### config.mk
export PLATFORM = sky130hd
export DESIGN_NAME = gpr_file_sb
export DESIGN_NICKNAME = d
export VERILOG_FILES = /design/src/rtl/gpr_file_sb.sv
export SDC_FILE = /design/constraint.sdc
export NUM_CORES = 1
export LEC_CHECK = 0
export CELL_PAD_IN_SITES_DETAIL_PLACEMENT = 0
export CELL_PAD_IN_SITES_GLOBAL_PLACEMENT = 1
export CORE_AREA = 2 2 150 93
export CTS_CLUSTER_DIAMETER = 40
export CTS_CLUSTER_SIZE = 16
export DETAILED_ROUTE_END_ITERATION = 8
export DIE_AREA = 0 0 152 95
export DONT_BUFFER_PORTS = 1
export GPL_TIMING_DRIVEN = 0
export HOLD_SLACK_MARGIN = 0.05
export PLACE_DENSITY_LB_ADDON = 0.1
export SLEW_MARGIN = 20
export SYNTH_ARGS = -nofsm -noshare
export SYNTH_HDL_FRONTEND = slang
export SYNTH_SLANG_ARGS = --single-unit
### constraint.sdc
create_clock -name clk -period 2.2 [get_ports clk]
set_input_delay 0.22 -clock clk [delete_from_list [all_inputs] [get_ports clk]]
set_output_delay 0.22 -clock clk [all_outputs]
set_load 0.005 [all_outputs]
### src/rtl/gpr_file_sb.sv
// -----------------------------------------------------------------------------
// gpr_file_sb
//   General-purpose register file for the RISC16 core family. It has two
//   combinational read ports and one synchronous write port. Each register
//   has a scoreboard "pending" bit that issue logic uses for RAW hazard
//   detection. A sequenced clear engine zeroes the array one entry per cycle
//   after reset or on request, so the storage array itself carries no reset.
//
// Parameters
//   DATA_W  register width in bits
//   ADDR_W  address width; DEPTH = 2**ADDR_W entries
//   ZERO_R0 when 1, register 0 reads as zero and ignores writes and sb sets
//
// Ports
//   clk, rst                  clock, asynchronous active-high reset
//   clr_req_i / clr_busy_o    clear request / clear engine running
//   wr_en_i, wr_addr_i, wr_data_i     write port
//   rd_addr_{1,2}_i, rd_data_{1,2}_o  combinational read ports
//   sb_set_en_i, sb_set_addr_i        mark a register pending
//   sb_busy_{1,2}_o                   pending status of the read addresses
//
// Build option
//   GPR_BYPASS_EN  when defined, a write in flight is forwarded to a read
//                  port that addresses the same register in the same cycle.
// -----------------------------------------------------------------------------
module gpr_file_sb #(
  parameter int DATA_W  = 16,
  parameter int ADDR_W  = 3,
  parameter int ZERO_R0 = 0
) (
  input  logic              clk,
  input  logic              rst,
  input  logic              clr_req_i,
  output logic              clr_busy_o,
  input  logic              wr_en_i,
  input  logic [ADDR_W-1:0] wr_addr_i,
  input  logic [DATA_W-1:0] wr_data_i,
  input  logic [ADDR_W-1:0] rd_addr_1_i,
  input  logic [ADDR_W-1:0] rd_addr_2_i,
  output logic [DATA_W-1:0] rd_data_1_o,
  output logic [DATA_W-1:0] rd_data_2_o,
  input  logic              sb_set_en_i,
  input  logic [ADDR_W-1:0] sb_set_addr_i,
  output logic              sb_busy_1_o,
  output logic              sb_busy_2_o
);

  localparam int DEPTH = 2 ** ADDR_W;

  typedef enum logic {
    ST_CLEAR = 1'b0,
    ST_IDLE  = 1'b1
  } state_t;

  state_t              state_q;
  logic [ADDR_W-1:0]   clr_ptr_q;
  logic [DEPTH-1:0]    sb_q;
  logic [DEPTH-1:0]    sb_d;
  logic [DATA_W-1:0]   mem_q [DEPTH];

  logic                idle;
  logic                wr_ok;    // write accepted (R0 writes filtered)
  logic                set_ok;   // scoreboard set accepted (R0 filtered)
  logic                mem_we;
  logic [ADDR_W-1:0]   mem_waddr;
  logic [DATA_W-1:0]   mem_wdata;

  assign idle       = (state_q == ST_IDLE);
  assign clr_busy_o = (state_q == ST_CLEAR);

  // A clear request wins over a concurrent write or scoreboard set.
  assign wr_ok  = idle && !clr_req_i && wr_en_i &&
                  !((ZERO_R0 != 0) && (wr_addr_i == '0));
  assign set_ok = idle && !clr_req_i && sb_set_en_i &&
                  !((ZERO_R0 != 0) && (sb_set_addr_i == '0));

  // Set is applied after clear so a new producer issuing while the old one
  // retires leaves the register pending.
  // NOTE: blocking assignments in combinational logic, with every output given
  // a default first so no latch is inferred.
  always_comb begin
    sb_d = sb_q;
    if (wr_ok)  sb_d[wr_addr_i]     = 1'b0;
    if (set_ok) sb_d[sb_set_addr_i] = 1'b1;
  end

  // NOTE: state registers use non-blocking assignments so all flops update
  // together on the edge regardless of statement order.
  always_ff @(posedge clk or posedge rst) begin
    if (rst) begin
      state_q   <= ST_CLEAR;
      clr_ptr_q <= '0;
      sb_q      <= '0;
    end else begin
      case (state_q)
        ST_CLEAR: begin
          clr_ptr_q <= clr_ptr_q + ADDR_W'(1);  // wraps to 0 after DEPTH-1
          if (clr_ptr_q == ADDR_W'(DEPTH - 1)) state_q <= ST_IDLE;
        end
        default: begin
          if (clr_req_i) begin
            state_q <= ST_CLEAR;
            sb_q    <= '0;
          end else begin
            sb_q    <= sb_d;
          end
        end
      endcase
    end
  end

  // The clear engine and the write port share the single array write port.
  always_comb begin
    mem_we    = 1'b0;
    mem_waddr = wr_addr_i;
    mem_wdata = wr_data_i;
    if (!idle) begin
      mem_we    = 1'b1;
      mem_waddr = clr_ptr_q;
      mem_wdata = '0;
    end else if (wr_ok) begin
      mem_we    = 1'b1;
    end
  end

  // NOTE: the storage array has no reset; the clear engine zeroes it, and the
  // read ports are forced to zero until that has finished.
  always_ff @(posedge clk) begin
    if (mem_we) mem_q[mem_waddr] <= mem_wdata;
  end

  // Read ports, evaluated identically for both addresses.
  logic [ADDR_W-1:0] rd_addr [2];
  logic [DATA_W-1:0] rd_data [2];
  logic              rd_busy [2];

  assign rd_addr[0] = rd_addr_1_i;
  assign rd_addr[1] = rd_addr_2_i;

  always_comb begin
    for (int p = 0; p < 2; p++) begin
      rd_data[p] = '0;
      rd_busy[p] = 1'b0;
      if (idle && !((ZERO_R0 != 0) && (rd_addr[p] == '0))) begin
        rd_data[p] = mem_q[rd_addr[p]];
        rd_busy[p] = sb_q[rd_addr[p]];
`ifdef GPR_BYPASS_EN
        // Write-through: forward the write in flight; the register is only
        // still pending if a new producer targets it in the same cycle.
        if (wr_ok && (wr_addr_i == rd_addr[p])) begin
          rd_data[p] = wr_data_i;
          rd_busy[p] = set_ok && (sb_set_addr_i == rd_addr[p]);
        end
`endif
      end
    end
  end

  assign rd_data_1_o = rd_data[0];
  assign rd_data_2_o = rd_data[1];
  assign sb_busy_1_o = rd_busy[0];
  assign sb_busy_2_o = rd_busy[1];

endmodule

; Word-level counts from Yosys, hierarchy flattened
; Memory sizes are Yosys's and may differ from the RTL's.
; Index checks and enable logic that the tools add are counted.
[totals]
reg_bits = 12
ram_bits = 128
input_bits = 33
output_inout_bits = 35
word_cells = 46
n_memories = 1
[memory_table]
columns = name, words, width, rd, rd_clocked_by_memory_dff, write_ports, line
row1 = mem_q, 8, 16, 2, 0, 1, 59  ; logic [DATA_W-1:0] mem_q [DEPTH];
[classes]
addsub = 1
order_cmp = 6
eq_ne = 1
n_mux = 24
bitwise_logic = 4
reduce_logical = 6
[op_table]
columns = operator, count
row1 = $mux W16, 3
row2 = $mux W8, 3
row3 = $lt A3 B4 Y1 const B, 4
row4 = $mux W1, 13
row5 = $and A8 B8 Y8, 1
row6 = $not A8 Y8, 1
row7 = $or A8 B8 Y8, 1
row8 = $bmux W1 S3, 2
row9 = $demux W1 S3, 2
row10 = $ge A3 B1 Y1 const B, 2
row11 = $logic_and A1 B1 Y1, 5
row12 = $add A3 B1 Y3 const B, 1
row13 = $eq A3 B3 Y1 const B, 1
row14 = $mux W3, 1
row15 = $logic_not A1 Y1, 1
row16 = $not A1 Y1, 1

; Depth between registers and ports, before layout
[logic_depth]
word_depth = 10
ltp_mapped = 5
mapped_depth_nobuf = 3

; Worst setup path after synthesis
; Ideal clock, no wire load.
[synth_path]
path_kind = reg-to-reg
start = register state_q (netlist: idle)
end = memory mem_q[2][0], enable pin
setup_ns = 0.388
t_arrival_ns = 1.645
required_time_ns = 1.812
path_slack_ns = 0.167
path_stages_with_launch = 5
path_buffers = 2
synth_period_minus_slack_ns = 2.033
path_cell_list = dfrtp_1 > buf_2 > clkbuf_1 > a32oi_1 > nor2_1
[synth_via]
elab_chain_cells = 6
elab_cells_between_ends = 7
cone_classes = 5 x mux / 2 x reduce/logical
[synth_lines]
columns = element, line
row1 = start: declaration, 55  ; state_t state_q;
row2 = start signal: assignment, 91  ; state_q <= ST_CLEAR;
row3 = start signal: assignment, 98  ; if (clr_ptr_q == ADDR_W'(DEPTH - 1)) state_q <= ST_IDLE;
row4 = start signal: assignment, 102  ; state_q <= ST_CLEAR;
row5 = $logic_and A1 B1 Y1 (2 in a row), 72  ; assign wr_ok = idle && !clr_req_i && wr_en_i &&
row6 = $mux W1, 121  ; end else if (wr_ok) begin
row7 = $mux W1, 117  ; if (!idle) begin
row8 = $mux W1, 129  ; if (mem_we) mem_q[mem_waddr] <= mem_wdata;
row9 = $mux W1 (implied by the code), 129
row10 = end: declaration, 59
; Several ways; a longest one is shown, not always the timed one.

; Worst setup path in the final report
[layout_path]
start = register state_q (netlist: idle)
end = memory mem_q[0][5], enable pin
; The elaborated chain is that of the path after synthesis.

==> impl_metrics.ini <==
[status]
outcome = completed

[grt]
met2_usage = 0.369
grt-busiest-layer = met2
grt_pass1_vias = 3847
use_met1 = 0.349
gr-usage-met3 = 0.0656
grt_pass1_wl_um = 24600
grt_usage = 0.241
grt_antenna_before_repair = 0
grt_overflow_total = 0
grt_start_max_net_pins = 17

[synth]
ys_seq_elements = 140
async_flop_share = 0.0857
syn_area_per_cell_um2 = 18.5
synth.yosys.seq_area_share = 0.586
synth_top_area_cell = edfxtp_1
ys_dominant_reg_cell = edfxtp_1
syn_nets = 417
syn_area_um2 = 7070
yosys_warnings = 0
synthDistinctLibCells = 36
synth_area_leaders = edfxtp_1, mux4_1, mux2i_1, dfrtp_1, mux4_2
yosys.area.top_type_share = 0.544
synth_edf_count = 128
synthCells = 382

[min_path]
hold_class = input port to flop

[setup_path]
start_kind = flop
critPathRequiredTime_ps = 2310
cp_max_fo = 10
arrival_ps = 2110
crit_path_end_kind = flop
crit_type = flop to flop

[power]
leakage_nw = 3.01
power_density_nw_per_um2 = 1160
peakVddDrop_mv = 0.612
finalPower_mw = 9.48

[clock_tree]
htree_levels = 4
cts_tree = yes
cts.sinks = 140
cts_buffers = 17
cts-root-buf = clkbuf_16
clk_path_buf_depth = 2
clk_latency_ps = 410
clk_pin_slew_ps = 60

[place]
routabilityCongestion = 0.815
placed_cells = 561
place_area_um2 = 7380
post-dp-hpwl_um = 10800
portBuffers = 0
place_ws_ps = -326

[finish]
final_area_um2 = 8140
final_common_cell = edfxtp_1
layout.nets = 451
antenna_cells = 0
syn2layout_area_growth_pct = 15.2
mostFrequentLayoutCells = edfxtp_1, mux4_1, nor2_1
utilization = 0.614
fill_cells = 966
drive_above_1_share = 0.205
final_cells = 604

[route]
vias_per_cell = 6.47
drtAntennaViolNets = 0
via_count = 3906
drcViolationCount = 0
detail_route.wl_per_cell_um = 27.6
dr.pass1.iters = 5
drt-initial-drc-count = 315
totalWireLength_um = 16600

[timing]
fin_crit_sh = 0.908
slew_headroom = 0.520
final_hold_viol_count = 0
worst_pin_slew_ps = 720
hold_ws_ps = 55.7
setup_viol = 0
layout_setup_ws_ps = 203
final_max_slew_viol_count = 0
final.setup_skew_ps = 8.49
finalCriticalPeriod_ps = 2000
fin_setup_tns_ps = 0
rsz0062_at_grt = no
fmax_mhz = 501

[die]
die_h_um = 95
io_pins = 68
core-area_um2 = 13300
die_area_um2 = 14400
die_w_um = 152
start_util = 0.533
rows = 33

[run]
max_cap_viol_count = 0
[cells by family after synthesis]
family / share of synthesized area
simple gates: 0.0551
fa+ha+maj: 0.00354
mux: 0.298
compound gates: 0.0228
buf+inv: 0.0333
xor+xnor: 0.00124
flops: 0.586
[final timing paths]
kind,to,slack [ps],from,depth (start not counted)
max,mem_q[0][5]$_DFFE_PP_,200,idle$_DFF_PP0_,5
min,sb_q[1]$_DFFE_PP0P_,60,sb_set_addr_i[1],2
max reg2reg,mem_q[0][5]$_DFFE_PP_,200,idle$_DFF_PP0_,5
min reg2reg,sb_q[2]$_DFFE_PP0P_,530,sb_q[2]$_DFFE_PP0P_,1
max in group asynchronous,sb_q[0]$_DFFE_PP0P_,1620,rst,2
min in group asynchronous,clr_ptr_q[1]$_DFFE_PP0N_,260,rst,2
[power breakdown]
part / internal (mW) / switching [mW]
combinational: 1.05 / 1.38
clock: 1.69 / 1.15
sequential: 3.89 / 0.318
total: 6.63 / 2.85
[area by class of cell]
cell class | count | area, um^2 | area share
tap | 175 | 219 | 0.0269
sequential | 140 | 4140 | 0.509
timing repair buffer | 15 | 200 | 0.0246
multi-input combinational | 207 | 2750 | 0.338
clock inverter | 15 | 161 | 0.0198
buffer | 29 | 219 | 0.0269
inverter | 6 | 22.5 | 0.00277
clock buffer | 17 | 425 | 0.0522
[per-layer routing]
| metal | vias to the layer above | wire length (um) |
|---|---|---|
| met1 | 2059 | 7560 |
| met3 | 13 | 1140 |
| met2 | 133 | 7800 |
| li1 | 1701 | - |
| met4 | 0 | 151 |
| met5 | - | 0 |
[timing repair]
action / 4_1_cts / 5_1_grt
setup buffers: 1 / 4
resized for setup: 3 / 9
pin swaps: 1 / 2
endpoints found under the hold margin: 19 / 0
endpoints found under the setup margin: 90 / 108
hold buffers: 6 / 0
[synth_stat cells, types with 3 or more instances]
cell type and number:
edfxtp_1 128, mux4_1 56, nor2_1 48, mux2i_1 34, and2_1 16, dfrtp_1 12
mux4_2 12, buf_2 9, clkbuf_1 9, a32o_1 6, inv_1 5, buf_6 4
nor2b_1 4, o21ai_0 4, a32oi_1 3
[sequential cells by signal, summed over array words and instances, names as in the netlist]
name / flops
mem_q: 128
sb_q: 8
clr_ptr_q: 3
idle: 1
[critical path, stage by stage, from the launching register on]
cell,delay [ps]
dfrtp_1,330
buf_2,220
clkbuf_2,340
a22oi_1,250
nor2_4,330
buf_6,220
Power figures use the tool's default switching activity.
